$ cat src/rtl/regfile_wb_arbiter.sv
// Round-robin writeback arbiter: three requesters share one regfile write port.
// Define WB_ARB_DROP_X0_EN to retire x0 writes in IDLE without a WRITE cycle.
module regfile_wb_arbiter #(
  parameter int TIMEOUT_CYCLES = 16
) (
  input  logic        clk,
  input  logic        rst,
  input  logic [2:0]  req_valid,
  input  logic [14:0] req_register,
  input  logic [95:0] req_data,
  output logic [2:0]  req_ready,
  output logic [4:0]  write_register,
  output logic [31:0] write_data,
  output logic        write_activate,
  input  logic        write_done,
  output logic        busy,
  output logic        timeout_error
);

  localparam int CW = $clog2(TIMEOUT_CYCLES + 1);
  localparam logic [CW-1:0] LAST = CW'(TIMEOUT_CYCLES - 1);

  typedef enum logic {S_IDLE, S_WRITE} state_t;

  state_t        r_state;
  state_t        w_next;
  logic [1:0]    r_ptr;
  logic [1:0]    r_grant;
  logic [1:0]    w_ptr_nxt;
  logic [1:0]    w_sel;
  logic [1:0]    w_c1;
  logic [1:0]    w_c2;
  logic [CW-1:0] r_cnt;
  logic [4:0]    r_wreg;
  logic [4:0]    w_reg;
  logic [31:0]   r_wdata;
  logic [31:0]   w_data;
  logic          r_terr;
  logic          w_load;
  logic          w_abort;

  function automatic logic [1:0] inc3(input logic [1:0] p);
    return (p == 2'd2) ? 2'd0 : p + 2'd1;
  endfunction

  // First valid requester at or after the pointer, wrapping mod 3
  always_comb begin
    w_c1 = inc3(r_ptr);
    w_c2 = inc3(w_c1);
    if (req_valid[r_ptr])     w_sel = r_ptr;
    else if (req_valid[w_c1]) w_sel = w_c1;
    else                      w_sel = w_c2;
  end

  always_comb begin
    unique case (w_sel)
      2'd1: begin
        w_reg  = req_register[9:5];
        w_data = req_data[63:32];
      end
      2'd2: begin
        w_reg  = req_register[14:10];
        w_data = req_data[95:64];
      end
      default: begin
        w_reg  = req_register[4:0];
        w_data = req_data[31:0];
      end
    endcase
  end

  always_comb begin
    w_next    = r_state;
    req_ready = 3'b000;
    w_load    = 1'b0;
    w_abort   = 1'b0;
    w_ptr_nxt = r_ptr;
    unique case (r_state)
      S_IDLE: begin
        if (|req_valid) begin
`ifdef WB_ARB_DROP_X0_EN
          if (w_reg == 5'd0) begin
            req_ready[w_sel] = 1'b1;
            w_ptr_nxt        = inc3(w_sel);
          end else begin
            w_next = S_WRITE;
            w_load = 1'b1;
          end
`else
          w_next = S_WRITE;
          w_load = 1'b1;
`endif
        end
      end
      S_WRITE: begin
        if (write_done) begin
          req_ready[r_grant] = 1'b1;
          w_next             = S_IDLE;
          w_ptr_nxt          = inc3(r_grant);
        end else if (r_cnt == LAST) begin
          w_next    = S_IDLE;
          w_abort   = 1'b1;
          w_ptr_nxt = inc3(r_grant);
        end
      end
      default: w_next = S_IDLE;
    endcase
  end

  always_ff @(posedge clk or posedge rst) begin
    if (rst) begin
      r_state <= S_IDLE;
      r_ptr   <= 2'd0;
      r_grant <= 2'd0;
      r_cnt   <= '0;
      r_wreg  <= 5'd0;
      r_wdata <= 32'd0;
      r_terr  <= 1'b0;
    end else begin
      r_state <= w_next;
      r_ptr   <= w_ptr_nxt;
      if (w_load) begin
        r_grant <= w_sel;
        r_wreg  <= w_reg;
        r_wdata <= w_data;
        r_cnt   <= '0;
      end else if (r_state == S_WRITE && !write_done) begin
        r_cnt <= r_cnt + 1'b1;
      end
      if (w_abort) r_terr <= 1'b1;
    end
  end

  assign write_activate = (r_state == S_WRITE);
  assign busy           = (r_state == S_WRITE);
  assign write_register = r_wreg;
  assign write_data     = r_wdata;
  assign timeout_error  = r_terr;

endmodule

$ cat config.mk
export PLATFORM = sky130hd
export DESIGN_NAME = regfile_wb_arbiter
export DESIGN_NICKNAME = d
export VERILOG_FILES = /design/src/rtl/regfile_wb_arbiter.sv
export SDC_FILE = /design/constraint.sdc
export NUM_CORES = 1
export LEC_CHECK = 0
export CORE_MARGIN = 2
export CORE_UTILIZATION = 42
export DETAILED_ROUTE_END_ITERATION = 6
export PLACE_DENSITY = 0.95
export SLEW_MARGIN = 20
export SYNTH_ARGS = -nofsm -noshare
export SYNTH_HDL_FRONTEND = slang
export SYNTH_SLANG_ARGS = --single-unit
$ cat constraint.sdc
create_clock -name clk -period 4.1 [get_ports clk]
set_clock_uncertainty 0.2 [all_clocks]
set_input_delay 0.615 -clock clk [delete_from_list [all_inputs] [get_ports clk]]
set_output_delay 0.615 -clock clk [all_outputs]
set_load 0.05 [all_outputs]
---- Word-level counts from Yosys, hierarchy flattened ----
Index checks and enable logic that the tools add are counted.
cells by class
  add/sub/neg operators ................... 4
  magnitude comparators ................... 4
  equality and inequality tests ........... 6
  mux-type cells .......................... 27
  bitwise operators ....................... 1
  reduce and logical (&&, ||, !) cells .... 7
operators with widths
  cell                   count
  $pmux W32 S2           1
  $mux W2                7
  $mux W1                10
  $mux W5                2
  $pmux W5 S2            1
  $lt A2 B3 Y1 const B   3
  $eq A2 B2 Y1 const B   4
  $add A2 B1 Y2 const B  3
  $mux W3                2
  $add A5 B1 Y5 const B  1
  $eq A5 B4 Y1 const B   1
  $bmux W1 S2            2
  $reduce_bool A2 Y1     2
  $reduce_or A3 Y1       1
  $demux W1 S2           1
  $eq A2 B1 Y1 const B   1
  $ge A2 B1 Y1 const B   1
  $logic_and A1 B1 Y1    2
  $pmux W1 S2            1
  $reduce_and A2 Y1      1
  $logic_not A1 Y1       1
  $not A1 Y1             1
word-level totals
  flip-flop bits (word level) ............. 48
  bits of input ports ..................... 117
  output and inout port bits .............. 43
  logic and storage cells ................. 56

---- Longest topological paths before layout ----
  depth after elaboration ................. 8
  depth in mapped cells ................... 9
  gate-level depth less buffers ........... 7

---- Worst setup path after synthesis ----
OpenSTA, ideal clock, no wires.
  path type ............................... register -> output
  from .................................... reg r_state (netlist: busy)
  to ...................................... out req_ready[1]
  arrival ................................. 2.134 ns
  required time ........................... 3.285 ns
  setup slack ............................. 1.151 ns
  cell stages (with the launch flop) ...... 4
  buffers on the path ..................... 1
  cells stage by stage .................... dfrtp_1 buf_4 nand2_1 nor3b_1
on the way
  longest elaborated chain between the ends .. 1
RTL lines
  item                    line  RTL
  start, declared         25    state_t r_state;
  start signal, assigned  120   r_state <= w_next;
  $mux W3                 78    unique case (r_state)
  end, declared           11    output logic [2:0] req_ready,
Every way passes these cells.

---- Worst setup path in the final report ----
  from .................................... in req_valid[2]
  to ...................................... reg r_wreg[0] (netlist: write_register[0])
on the way
  longest elaborated chain between the ends .. 6
  elaborated cells on any way between the ends .. 12
  classes of those cells .................. 2 x eq/ne; 9 x mux; 1 x reduce/logical
RTL lines
  item                                          line  RTL
  start, declared                               8     input logic [2:0] req_valid,
  $bmux W1 S2                                   51    else if (req_valid[w_c1]) w_sel = w_c1;
  $mux W1 (implied by the code)                 51
  $mux W2                                       51
  $mux W2                                       50    if (req_valid[r_ptr]) w_sel = r_ptr;
  $eq A2 B2 Y1 or $eq A2 B1 Y1 (tied branches)  56    unique case (w_sel)
  $pmux W5 S2                                   56
  end signal, assigned                          124   r_wreg <= w_reg;
  end, declared                                 34    logic [4:0] r_wreg;
Parallel ways exist; a longest one is shown, timed or not. The select of a mux whose other input is x is not followed.
A chain may end at the register's enable or synchronous reset.

==> impl_metrics.json <==
{
  "outcome": "finished clean",
  "final_common_cell": "clkdlybuf4s50_1",
  "area_delta_synth_final_pct": 59.9,
  "crit_arrival_ns": 3.28,
  "die_h_um": 86.0,
  "crit_slowest_cell": "ha_2",
  "worst-r2r-cell-count": 9,
  "ys_seq_elements": 48,
  "vdd_drop_max_mv": 0.369,
  "utilization": 0.703,
  "drv_cap": 0,
  "ys.flop_type": "dfrtp_1",
  "path_max_fanout": 39,
  "cts.sinks": 48,
  "ant_nets": 0,
  "synth.top_cell.area_share": 0.425,
  "finalHoldViolations": 0,
  "grt_pass1_vias": 2795,
  "wl_met2_um": 4130,
  "postCtsHoldBufs": 0,
  "r2r-end": "write_register[0]",
  "start_util": 0.440,
  "die_w_um": 86.0,
  "portBuffers": 159,
  "h-tree-depth": 2,
  "path_cells": "clkdlybuf4s50_1, nor2b_1, o21a_1, or2_2, ha_2, buf_4, buf_4, nand2_1, o21ai_0, mux2_4",
  "wl_per_cell_um": 16.5,
  "dp_hpwl_um": 6460,
  "syn-mean-instance-area_um2": 10.5,
  "hold_path.class": "flop to flop",
  "tns_ns": 0,
  "core.rowCount": 29,
  "setup_violations": 0,
  "dr.pass1.iters": 4,
  "drive_above_1_share": 0.132,
  "clk_latency_ns": 0.28,
  "grt_max_degree": 49,
  "layout_min_cycle_time_ns": 3.26,
  "stdcell_count": 495,
  "tightest_slew_ns": 0.966,
  "clk_pin_slew_ns": 0.08,
  "fillers": 496,
  "wl_um": 8170,
  "postCtsSetupBuffers": 0,
  "maxSlewHeadroom": 0.355,
  "critPathMaxStageDelay_ns": 0.68,
  "cts_resized": 0,
  "netlist_area_mm2": 0.00283,
  "wl_met3_um": 652,
  "power_density_mw_per_mm2": 794,
  "yosys.area.top_type": "dfrtp_1",
  "synthCells": 270,
  "vias_per_cell": 5.39,
  "grt.total_usage": 0.224,
  "p_leak_nw": 1.91,
  "core_area_mm2": 0.00642,
  "cp_num_buf_inv": 3,
  "cts_tree": "yes",
  "drc": 0,
  "die_area_mm2": 0.00740,
  "cp_common_cell": "buf_4",
  "final_cell_mix": "clkdlybuf4s50_1 (159), dfrtp_1 (48), o21ai_0 (47)",
  "postPlaceCellArea_mm2": 0.00442,
  "cts_buffers": 5,
  "met1_length_um": 3120,
  "min_from": "timeout_error",
  "antenna_found_initial": 0,
  "timing.rr.start": "r_ptr[0]",
  "cpLargestDelayFamily": "buffers and inverters",
  "worst-r2r-setup-slack_ns": 1.30,
  "synth.distinct_cells": 33,
  "start_kind": "input port",
  "antennaDiodeCount": 0,
  "setup.worst_path.end_class": "flop",
  "postSynth.asyncResetShare": 1.00,
  "required_ns": 4.13,
  "cts_buffer_depth": 2,
  "dp_cells": 489,
  "yosys_warnings": 0,
  "syn_nets": 391,
  "min_path_cells": 1,
  "timing.fmax_mhz": 307,
  "worstSetupPathType": "input port to flop",
  "io_pins": 160,
  "grt-ovfl-total": 0,
  "drt_iter0_drc": 102,
  "rsz0062_at_grt": "false",
  "grt_first_pass_wirelength_um": 13000,
  "post-route-period-util": 0.794,
  "ys_top_cells_by_area": "dfrtp_1 (43%), mux2_4 (19%), a22oi_1 (9.8%), o21ai_0 (8.3%), nand2_1 (5.7%)",
  "final_area_mm2": 0.00452,
  "yosysSeqAreaShare": 0.425,
  "synth_edf_count": 0,
  "holdPathEnd": "timeout_error",
  "top_layer": "met4",
  "routed-via-count": 2667,
  "drv_slew": 0,
  "place_congestion": 0.793,
  "fin_hold_ws_ns": 0.259,
  "nets": 540,
  "ctsRootBufferMaster": "clkbuf_8"
}
## cell usage after synthesis (2+ instances only)
master and number:
nand2b_1 3, buf_6 4, or2_2 2, nor3b_1 2, a22oi_1 37, nor2b_1 2
ha_1 4, o31ai_1 2, nor2_1 3, clkbuf_1 5, buf_4 2, dfrtp_1 48
buf_2 11, nand2_1 43, mux2_4 36, inv_1 3, o21ai_0 47
## worst register-to-register path: cells and delay by family, from the launching register on
kind / cells / cell delay (ns)
AND/OR/NAND/NOR: 3 / 0.51
adder cells (fa/ha/maj): 1 / 0.68
multiplexers: 1 / 0.18
buffers and inverters: 2 / 0.57
AO/OA/AOI/OAI: 2 / 0.22
flip-flops: 1 / 0.39
## registers in the layout, summed over array words and instances (netlist names)
register / cells
write_data: 32
r_cnt: 5
write_register: 5
r_grant: 2
r_ptr: 2
busy: 1
timeout_error: 1
## per-stage QoR
step,setup slack (ns),total power [mW]
2_1_floorplan,1.15,2.59
3_3_place_gp,0.641,3.20
3_5_place_dp,0.502,3.29
4_1_cts,0.817,3.62
5_1_grt,0.641,3.81
6_report,0.845,3.59
## logic make-up after synthesis
| kind of cell | Yosys count | synth area share |
|---|---|---|
| AO/OA/AOI/OAI | 92 | 0.202 |
| buffers and inverters | 25 | 0.0514 |
| multiplexers | 37 | 0.195 |
| XOR/XNOR | 1 | 0.00310 |
| adder cells (fa/ha/maj) | 4 | 0.0177 |
| flip-flops | 48 | 0.425 |
| AND/OR/NAND/NOR | 63 | 0.105 |
## layout make-up
class	instances	area, um2	share of cell area
well taps	77	96.3	0.0213
inverters	3	11.3	0.00249
clock inverters	1	30.0	0.00665
repair buffers	164	1630	0.361
multi-input cells	197	1480	0.328
flip-flops and latches	48	1200	0.266
clock buffers	5	68.8	0.0152
## power breakdown
group	switching, mW	total, mW	internal [mW]	leakage (nW)
Clock	0.142	0.317	0.175	0.0501
Combinational	1.39	2.43	1.04	1.26
Sequential	0.151	0.838	0.687	0.604
Total	1.69	3.59	1.90	1.91
## how the worst max path moves through the flow
stage | start | endpoint | slack, ns | depth (start not counted)
floorplan | busy | req_ready[1] | 1.15 | 3
global placement | req_valid[2] | write_data[29] | 0.64 | 8
detailed placement | req_valid[2] | write_data[25] | 0.50 | 8
CTS | req_valid[2] | write_data[25] | 0.82 | 8
global route | req_valid[0] | write_register[0] | 0.64 | 10
finish | req_valid[2] | write_register[0] | 0.84 | 10
## routing by layer
layer,GRT usage,up-vias
met5,0,-
met4,0.108,0
met3,0.0558,18
met2,0.381,138
met1,0.262,1240
li1,-,1271
No activity file was read; power rests on OpenSTA's default activity.
